## config.mk

```make
export PLATFORM = sky130hd
export DESIGN_NAME = fp_op_sequencer
export DESIGN_NICKNAME = d
export VERILOG_FILES = /design/src/rtl/fp_op_sequencer.sv
export SDC_FILE = /design/constraint.sdc
export NUM_CORES = 1
export LEC_CHECK = 0
export ABC_AREA = 1
export BUFFER_PORTS_ARGS = -buffer_cell sky130_fd_sc_hd__buf_4
export CAP_MARGIN = 20
export CORE_ASPECT_RATIO = 0.75
export CORE_UTILIZATION = 53
export CTS_BUF_LIST = sky130_fd_sc_hd__clkbuf_8
export CTS_CLUSTER_SIZE = 40
export DETAILED_ROUTE_END_ITERATION = 8
export PLACE_DENSITY = 0.78
export REMOVE_ABC_BUFFERS = 1
export SLEW_MARGIN = 5
export SYNTH_ARGS = -nofsm -noshare
export SYNTH_HDL_FRONTEND = slang
export SYNTH_SLANG_ARGS = --single-unit
```

## constraint.sdc

```tcl
create_clock -name iCLK -period 1.7 [get_ports iCLK]
set_input_delay 0.17 -clock iCLK [delete_from_list [all_inputs] [get_ports iCLK]]
set_output_delay 0.17 -clock iCLK [all_outputs]
set_load 0.005 [all_outputs]
```

## src/rtl/fp_op_sequencer.sv

```systemverilog
// fp_op_sequencer: issues one FP ALU operation at a time, holds the front end
// of the pipeline for the op's fixed latency, then pulses the matching
// register-file write enable on the cycle the FP ALU result is valid.
//
// Optional build macro: FPSEQ_PERF_CNT_EN adds the oOpCount / oStallCycles
// performance counters. Without it those ports and counters do not exist.
//
// FP ALU codes follow the core's Parametros.v numbering for the multi-cycle
// ops; every other code (sign-inject, min/max, compare, cvt, mv, FPOPNULL)
// takes the single-cycle LAT_SIMPLE path.
module fp_op_sequencer #(
    parameter int LAT_ADDSUB = 4,
    parameter int LAT_MUL    = 3,
    parameter int LAT_DIV    = 10,
    parameter int LAT_SQRT   = 12,
    parameter int LAT_SIMPLE = 1,
    parameter int CNT_W      = 5
) (
    input  logic       iCLK,
    input  logic       iRST,
    input  logic       iStart,
    input  logic [4:0] iFPALUControl,
    input  logic [4:0] iRd,
    input  logic       iWriteFP,
    input  logic       iWriteInt,
    output logic       oStall,
    output logic       oFPUStart,
    output logic [4:0] oFPUOp,
    output logic       oFPRegWrite,
    output logic       oRegWrite,
    output logic [4:0] oWbRd,
    output logic       oBusy
`ifdef FPSEQ_PERF_CNT_EN
    ,
    output logic [31:0] oOpCount,
    output logic [31:0] oStallCycles
`endif
);

    // FP ALU codes that carry a multi-cycle latency
    localparam logic [4:0] FOPADD  = 5'd0;
    localparam logic [4:0] FOPSUB  = 5'd1;
    localparam logic [4:0] FOPMUL  = 5'd2;
    localparam logic [4:0] FOPDIV  = 5'd3;
    localparam logic [4:0] FOPSQRT = 5'd4;

    localparam logic [CNT_W-1:0] CNT_ONE  = {{(CNT_W-1){1'b0}}, 1'b1};
    localparam logic [CNT_W-1:0] CNT_ZERO = {CNT_W{1'b0}};

    typedef enum logic [1:0] {
        S_IDLE  = 2'd0,
        S_ISSUE = 2'd1,
        S_WAIT  = 2'd2,
        S_DONE  = 2'd3
    } state_t;

    state_t           state_q;
    logic [CNT_W-1:0] cnt_q;
    logic [4:0]       op_q;
    logic [4:0]       rd_q;
    logic             wfp_q;
    logic             wint_q;
    logic [CNT_W-1:0] lat_d;

    // Latency of an FP ALU code in cycles; a zero latency parameter is
    // treated as one so the FSM always passes through DONE.
    function automatic logic [CNT_W-1:0] lat_sel(input logic [4:0] op);
        int lat;
        case (op)
            FOPADD, FOPSUB: lat = LAT_ADDSUB;
            FOPMUL:         lat = LAT_MUL;
            FOPDIV:         lat = LAT_DIV;
            FOPSQRT:        lat = LAT_SQRT;
            default:        lat = LAT_SIMPLE;
        endcase
        return (lat < 1) ? CNT_ONE : lat[CNT_W-1:0];
    endfunction

    // Latency lookup for the op latched in IDLE
    always_comb begin
        lat_d = lat_sel(op_q);
    end

    // Sequencer FSM: latch the instruction, issue, count latency, write back
    always_ff @(posedge iCLK) begin
        if (iRST) begin
            state_q <= S_IDLE;
            cnt_q   <= CNT_ZERO;
            op_q    <= 5'd0;
            rd_q    <= 5'd0;
            wfp_q   <= 1'b0;
            wint_q  <= 1'b0;
        end else begin
            case (state_q)
                S_IDLE: begin
                    if (iStart) begin
                        op_q    <= iFPALUControl;
                        rd_q    <= iRd;
                        wfp_q   <= iWriteFP;
                        wint_q  <= iWriteInt;
                        state_q <= S_ISSUE;
                    end
                end
                S_ISSUE: begin
                    if (lat_d == CNT_ONE) begin
                        state_q <= S_DONE;
                    end else begin
                        cnt_q   <= lat_d - CNT_ONE;
                        state_q <= S_WAIT;
                    end
                end
                S_WAIT: begin
                    cnt_q <= cnt_q - CNT_ONE;
                    // <= also guards against a corrupted zero count hanging here
                    if (cnt_q <= CNT_ONE) begin
                        state_q <= S_DONE;
                    end
                end
                S_DONE: begin
                    // Same instruction is still presented here; do not re-accept it
                    state_q <= S_IDLE;
                end
                default: begin
                    state_q <= S_IDLE;
                end
            endcase
        end
    end

    // Stall starts combinationally in IDLE so the instruction holds from its first cycle
    assign oStall      = (state_q == S_ISSUE) || (state_q == S_WAIT) ||
                         ((state_q == S_IDLE) && iStart);
    assign oFPUStart   = (state_q == S_ISSUE);
    assign oFPRegWrite = (state_q == S_DONE) && wfp_q;
    assign oRegWrite   = (state_q == S_DONE) && wint_q;
    assign oBusy       = (state_q != S_IDLE);
    assign oFPUOp      = op_q;
    assign oWbRd       = rd_q;

`ifdef FPSEQ_PERF_CNT_EN
    logic [31:0] op_count_q;
    logic [31:0] stall_cycles_q;

    // Performance counters: issued ops and stalled cycles, wrapping mod 2**32
    always_ff @(posedge iCLK) begin
        if (iRST) begin
            op_count_q     <= 32'd0;
            stall_cycles_q <= 32'd0;
        end else begin
            if (state_q == S_ISSUE) begin
                op_count_q <= op_count_q + 32'd1;
            end
            if (oStall) begin
                stall_cycles_q <= stall_cycles_q + 32'd1;
            end
        end
    end

    assign oOpCount     = op_count_q;
    assign oStallCycles = stall_cycles_q;
`endif

endmodule

```

[Yosys cells after proc, flatten, opt, wreduce, memory -nomap -nowiden]
Index checks and enable logic that the tools add are counted.
Word-level totals
  flip-flop bits (word level): 19
  input bits: 15
  output and inout port bits: 15
  word-level logic and storage cells: 42
Operators by class
  add/sub/neg operators: 2
  $lt $le $gt $ge: 2
  equal/unequal tests: 11
  muxes and demuxes: 8
  reduce and logical (&&, ||, !) cells: 13
Operators with widths (count)
  $lt 32x2->1 const B: 1
  $pmux 4 s4: 1
  $eq 5x1->1 const B: 2
  $eq 5x2->1 const B: 2
  $mux 5: 2
  $pmux 5 s2: 1
  $sub 5x1->5 const B: 2
  $pmux 2 s4: 1
  $ne 2x2->1 const B: 3
  $reduce_and 2->1: 3
  $eq 5x3->1 const B: 1
  $le 5x1->1 const B: 1
  $logic_not 5->1: 1
  $eq 2x2->1 const B: 2
  $mux 2: 2
  $reduce_bool 2->1: 2
  $logic_and 1x1->1: 3
  $eq 2x1->1 const B: 1
  $logic_not 2->1: 1
  $logic_or 1x1->1: 2
  $reduce_or 2->1: 1
  $mux 1: 1

[Longest topological paths before layout]
  word-level depth: 8
  gate-level depth with buffers: 13

[Worst setup path after synthesis]
Ideal clock, no wire load.
  path kind: register to register
  start point: reg op_q[2] (netlist: oFPUOp[2])
  end point: reg cnt_q[0]
  setup time: 0.111 ns
  arrival time: 1.293 ns
  data required time: 1.589 ns
  slack: 0.296 ns
  stages on the path, launching flop included: 12
  path buffers: 0
  path through: dfxtp_1 -> a21oi_1 -> nand2_2 -> nand2_2 -> inv_1 -> ha_1 -> nand2_1 -> inv_1 -> nand3_4 -> nand2_4 -> nor2_1 -> nor2_1
On the way
  word-level cells in the longest chain between the ends: 8
Ends and longest elaborated chain
  start: declaration: line 59  | logic [4:0] op_q;
  start signal: assignment: line 97  | op_q <= iFPALUControl;
  $eq 5x1->1 / $logic_not 5->1 (equally long branches): line 69  | case (op)
  $reduce_or 2->1: line 69
  $pmux 4 s4 *: line 69
  $lt 32x2->1: line 76  | return (lat < 1) ? CNT_ONE : lat[CNT_W-1:0];
  $mux 5 *: line 76
  $sub 5x1->5 / $eq 5x1->1 (equally long branches): line 108, 105
  $mux 5 / $ne 2x2->1 (equally long branches)
  $pmux 5 s2 / $reduce_and 2->1 (equally long branches)
  end signal: assignment: line 108  | cnt_q <= lat_d - CNT_ONE;
  end signal: assignment: line 113  | cnt_q <= cnt_q - CNT_ONE;
  end: declaration: line 58  | logic [CNT_W-1:0] cnt_q;
Mark *: on every way between the ends. The rest lies on a longest branch, timed or not. The select of a mux whose other input is x is not followed.
A chain may end at the register's enable or synchronous reset.

[Final worst setup path]
  start point: reg state_q[0]
  end point: out oStall
On the way
  word-level cells in the longest chain between the ends: 3
Ends and longest elaborated chain
  start: declaration: line 57  | state_t state_q;
  start signal: assignment: line 87  | state_q <= S_IDLE;
  start signal: assignment: line 101  | state_q <= S_ISSUE;
  start signal: assignment: line 106  | state_q <= S_DONE;
  $eq 2x1->1 (tied with other cells): line 131  | assign oStall = (state_q == S_ISSUE) || (state_q == S_WAIT) ||
  $logic_or 1x1->1 / $logic_and 1x1->1 (equally long branches): line 131, 132
  $logic_or 1x1->1 *: line 131
  end: declaration: line 26  | output logic oStall,
Mark *: on every way between the ends. The rest lies on a longest branch, timed or not.

==> impl_metrics.tcl <==
set metrics [dict create \
    final_max_slew_viol_count 0 \
    layout.cells.most_common "sky130_fd_sc_hd__nor2_1" \
    detailed_place.area_mm2 0.00134 \
    drv_cap 0 \
    worst_hold_startpoint "iRST" \
    drc_errors 0 \
    grt_pass1_wl_mm 3.98 \
    grt.total_usage 0.238 \
    avgViaCountPerCell 5.05 \
    status "completed" \
    dp_worst_setup_slack_ps 127 \
    worstPathArrival_ps 1450 \
    tritoncts "yes" \
    worstHoldEndpoint "state_q[0]$_SDFFE_PP0P_" \
    hold_path_class "in2reg" \
    num_vias 1071 \
    max_clock_freq_ghz 0.617 \
    core-area_mm2 0.00184 \
    timing.rr.start "oFPUOp[2]$_SDFFE_PP0P_" \
    cts.hold.buffers_added 0 \
    relSlewSlack 0.692 \
    worstPathCellList "inv_1, ha_1, nand2_1, inv_1, or2_2, buf_4" \
    clock_tree.root_cell "sky130_fd_sc_hd__clkbuf_8" \
    grt_util_met1 0.323 \
    finalHoldViolCount 0 \
    fp.dieArea_mm2 0.00226 \
    regToRegEndpoint "cnt_q[2]$_SDFFE_PP0P_" \
    route.final.wire_length_mm 2.36 \
    floorplan.rows 13 \
    cp_slowest_cell "sky130_fd_sc_hd__dfxtp_4" \
    worst-slew-pin-transition_ps 461 \
    rr_worst_depth 12 \
    pin_count 30 \
    nFillCells 149 \
    power_density_mw_per_mm2 1740 \
    post_drt_wl_per_cell_um 11.1 \
    final_area_mm2 0.00140 \
    globalRouteMet3Util 0.0769 \
    cts_inserted_buffers 3 \
    setup.worst_path.start "state_q[0]$_SDFFE_PP0P_" \
    post_route_cells_drive_above_1_share 0.268 \
    clkLatencyLatePin_ps 250 \
    synth.ff_latch_count 19 \
    htreeDepth 1 \
    unrepaired_setup_endpoints_after_global_routing "false" \
    power_mw 2.44 \
    critical-path-max-stage-delay_ps 370 \
    clk_transition_reported_paths_ps 70 \
    drtIter0Drc 19 \
    period_minus_slack_ps 1620 \
    number_of_antenna_violations_at_the_first_check_in_global_routing 0 \
    die-width_um 54.6 \
    number_of_global_route_vias_before_repair 949 \
    worstHoldPathCells 2 \
    final_nets 215 \
    grt_max_degree 18 \
    yosysSeqAreaShare 0.346 \
    rrSetupSlack_ps 150 \
    timing.final.crit_share 0.953 \
    setup-tns-final_ps 0 \
    gp_routability_congestion 0.894 \
    syn_avg_cell_area_um2 6.95 \
    post_synth_num_cell_types 24 \
    leakage_nw 0.718 \
    met2_usage 0.373 \
    largest_vdd_supply_drop_v 0.00147 \
    port-buffer-count 29 \
    timing.critical_path.required_ps 1530 \
    antenna_left 0 \
    synth.yosys.warnings 0 \
    die-height_um 41.4 \
    grt-ovfl-total 0 \
    leading_cell_types_in_the_layout_fill_and_taps_excluded "sky130_fd_sc_hd__nor2_1 (32), sky130_fd_sc_hd__buf_4 (31), sky130_fd_sc_hd__nand2_1 (27)" \
    clock_net_sink_count 19 \
    clockBufferDepth 2 \
    global_route.peak_usage_layer "met2" \
    worstPathMaxFanout 5 \
    synth.cell_area_mm2 0.00110 \
    setup.worst_path.class "reg2out" \
    timing.hold.ws_ps 82.4 \
    dp_hpwl_mm 1.90 \
    initial_utilization 0.598 \
    cp-start-kind "flop" \
    syn_inst 158 \
    fin_skew_ps 0.603 \
    n_antenna_cell 0 \
    final_critical_path_setup_slack_ps 80.0 \
    area.growth.synth_to_final_pct 27.6 \
    crit_path_end_kind "primary output" \
    final-setup-viol-count 0 \
    drt_first_pass_iters 4 \
    timing.critical_path.mode_cell "sky130_fd_sc_hd__inv_1" \
]
registers in the layout, summed over array words and instances, names as in the netlist:
signal   count
cnt_q        5
oFPUOp       5
oWbRd        5
state_q      2
wfp_q        1
wint_q       1
metal layers:
layer / vias up / share of wire
li1: 564 / -
met1: 481 / 0.50
met2: 24 / 0.45
met3: 2 / 0.045
met4: 0 / 0.0055
met5: - / 0
repair_timing:
item	in CTS	in global routing
setup endpoints to repair	1	6
endpoints found under the hold margin	0	0
setup buffers	0	0
gates resized for setup	1	7
report_power, final:
group	internal, mW	switching, mW
registers	0.609	0.142
clock network	0.160	0.142
logic	0.605	0.777
per-stage QoR:
stage / util / cells
6_report: 0.762 / 212
3_5_place_dp: 0.728 / 208
3_3_place_gp: 0.728 / 208
2_1_floorplan: - / 155
4_1_cts: 0.754 / 212
5_1_grt: 0.762 / 212
layout make-up:
class                   instances  area (µm²)  share of cell area
clock buffers                   3        41.3              0.0295
clock inverters                 1        3.75             0.00268
inverters                      19        71.3              0.0509
multi-input cells             117         638               0.455
flip-flops and latches         19         387               0.276
well taps                      22        27.5              0.0196
repair buffers                 31         233               0.166
critical path, delay by kind of cell, from the launching register on:
family / cells / cell delay (ps)
adders and majority gates: 1 / 210
buffers and inverters: 3 / 270
DFF: 1 / 370
and+or+nand+nor: 2 / 350
synth_stat cells, drive strengths merged:
cell | number | area (µm²)
inv | 19 | 71.3
o211ai | 1 | 7.51
nand3b | 1 | 7.51
nand3 | 12 | 85.1
nand2 | 30 | 125
o21ai | 17 | 85.1
or2 | 4 | 25.0
a21oi | 6 | 30.0
clkbuf | 1 | 3.75
buf | 2 | 16.3
nor3 | 1 | 5.00
dfxtp | 19 | 380
nand4 | 1 | 6.26
ha | 9 | 113
nor2 | 34 | 130
o21bai | 1 | 7.51
worst max path at each step:
stage	endpoint	slack (ps)
floorplan	oStall	160
global placement	cnt_q[4]$_SDFFE_PP0P_	220
detailed placement	cnt_q[4]$_SDFFE_PP0P_	130
CTS	oStall	40
global route	oStall	2
finish	oStall	80
logic make-up after synthesis:
kind of cell | after synthesis | share of synthesized area
buf+inv | 22 | 0.0831
fa+ha+maj | 9 | 0.103
flops | 19 | 0.346
simple gates | 83 | 0.350
compound gates | 25 | 0.118
(Power assumes the default switching activity.)
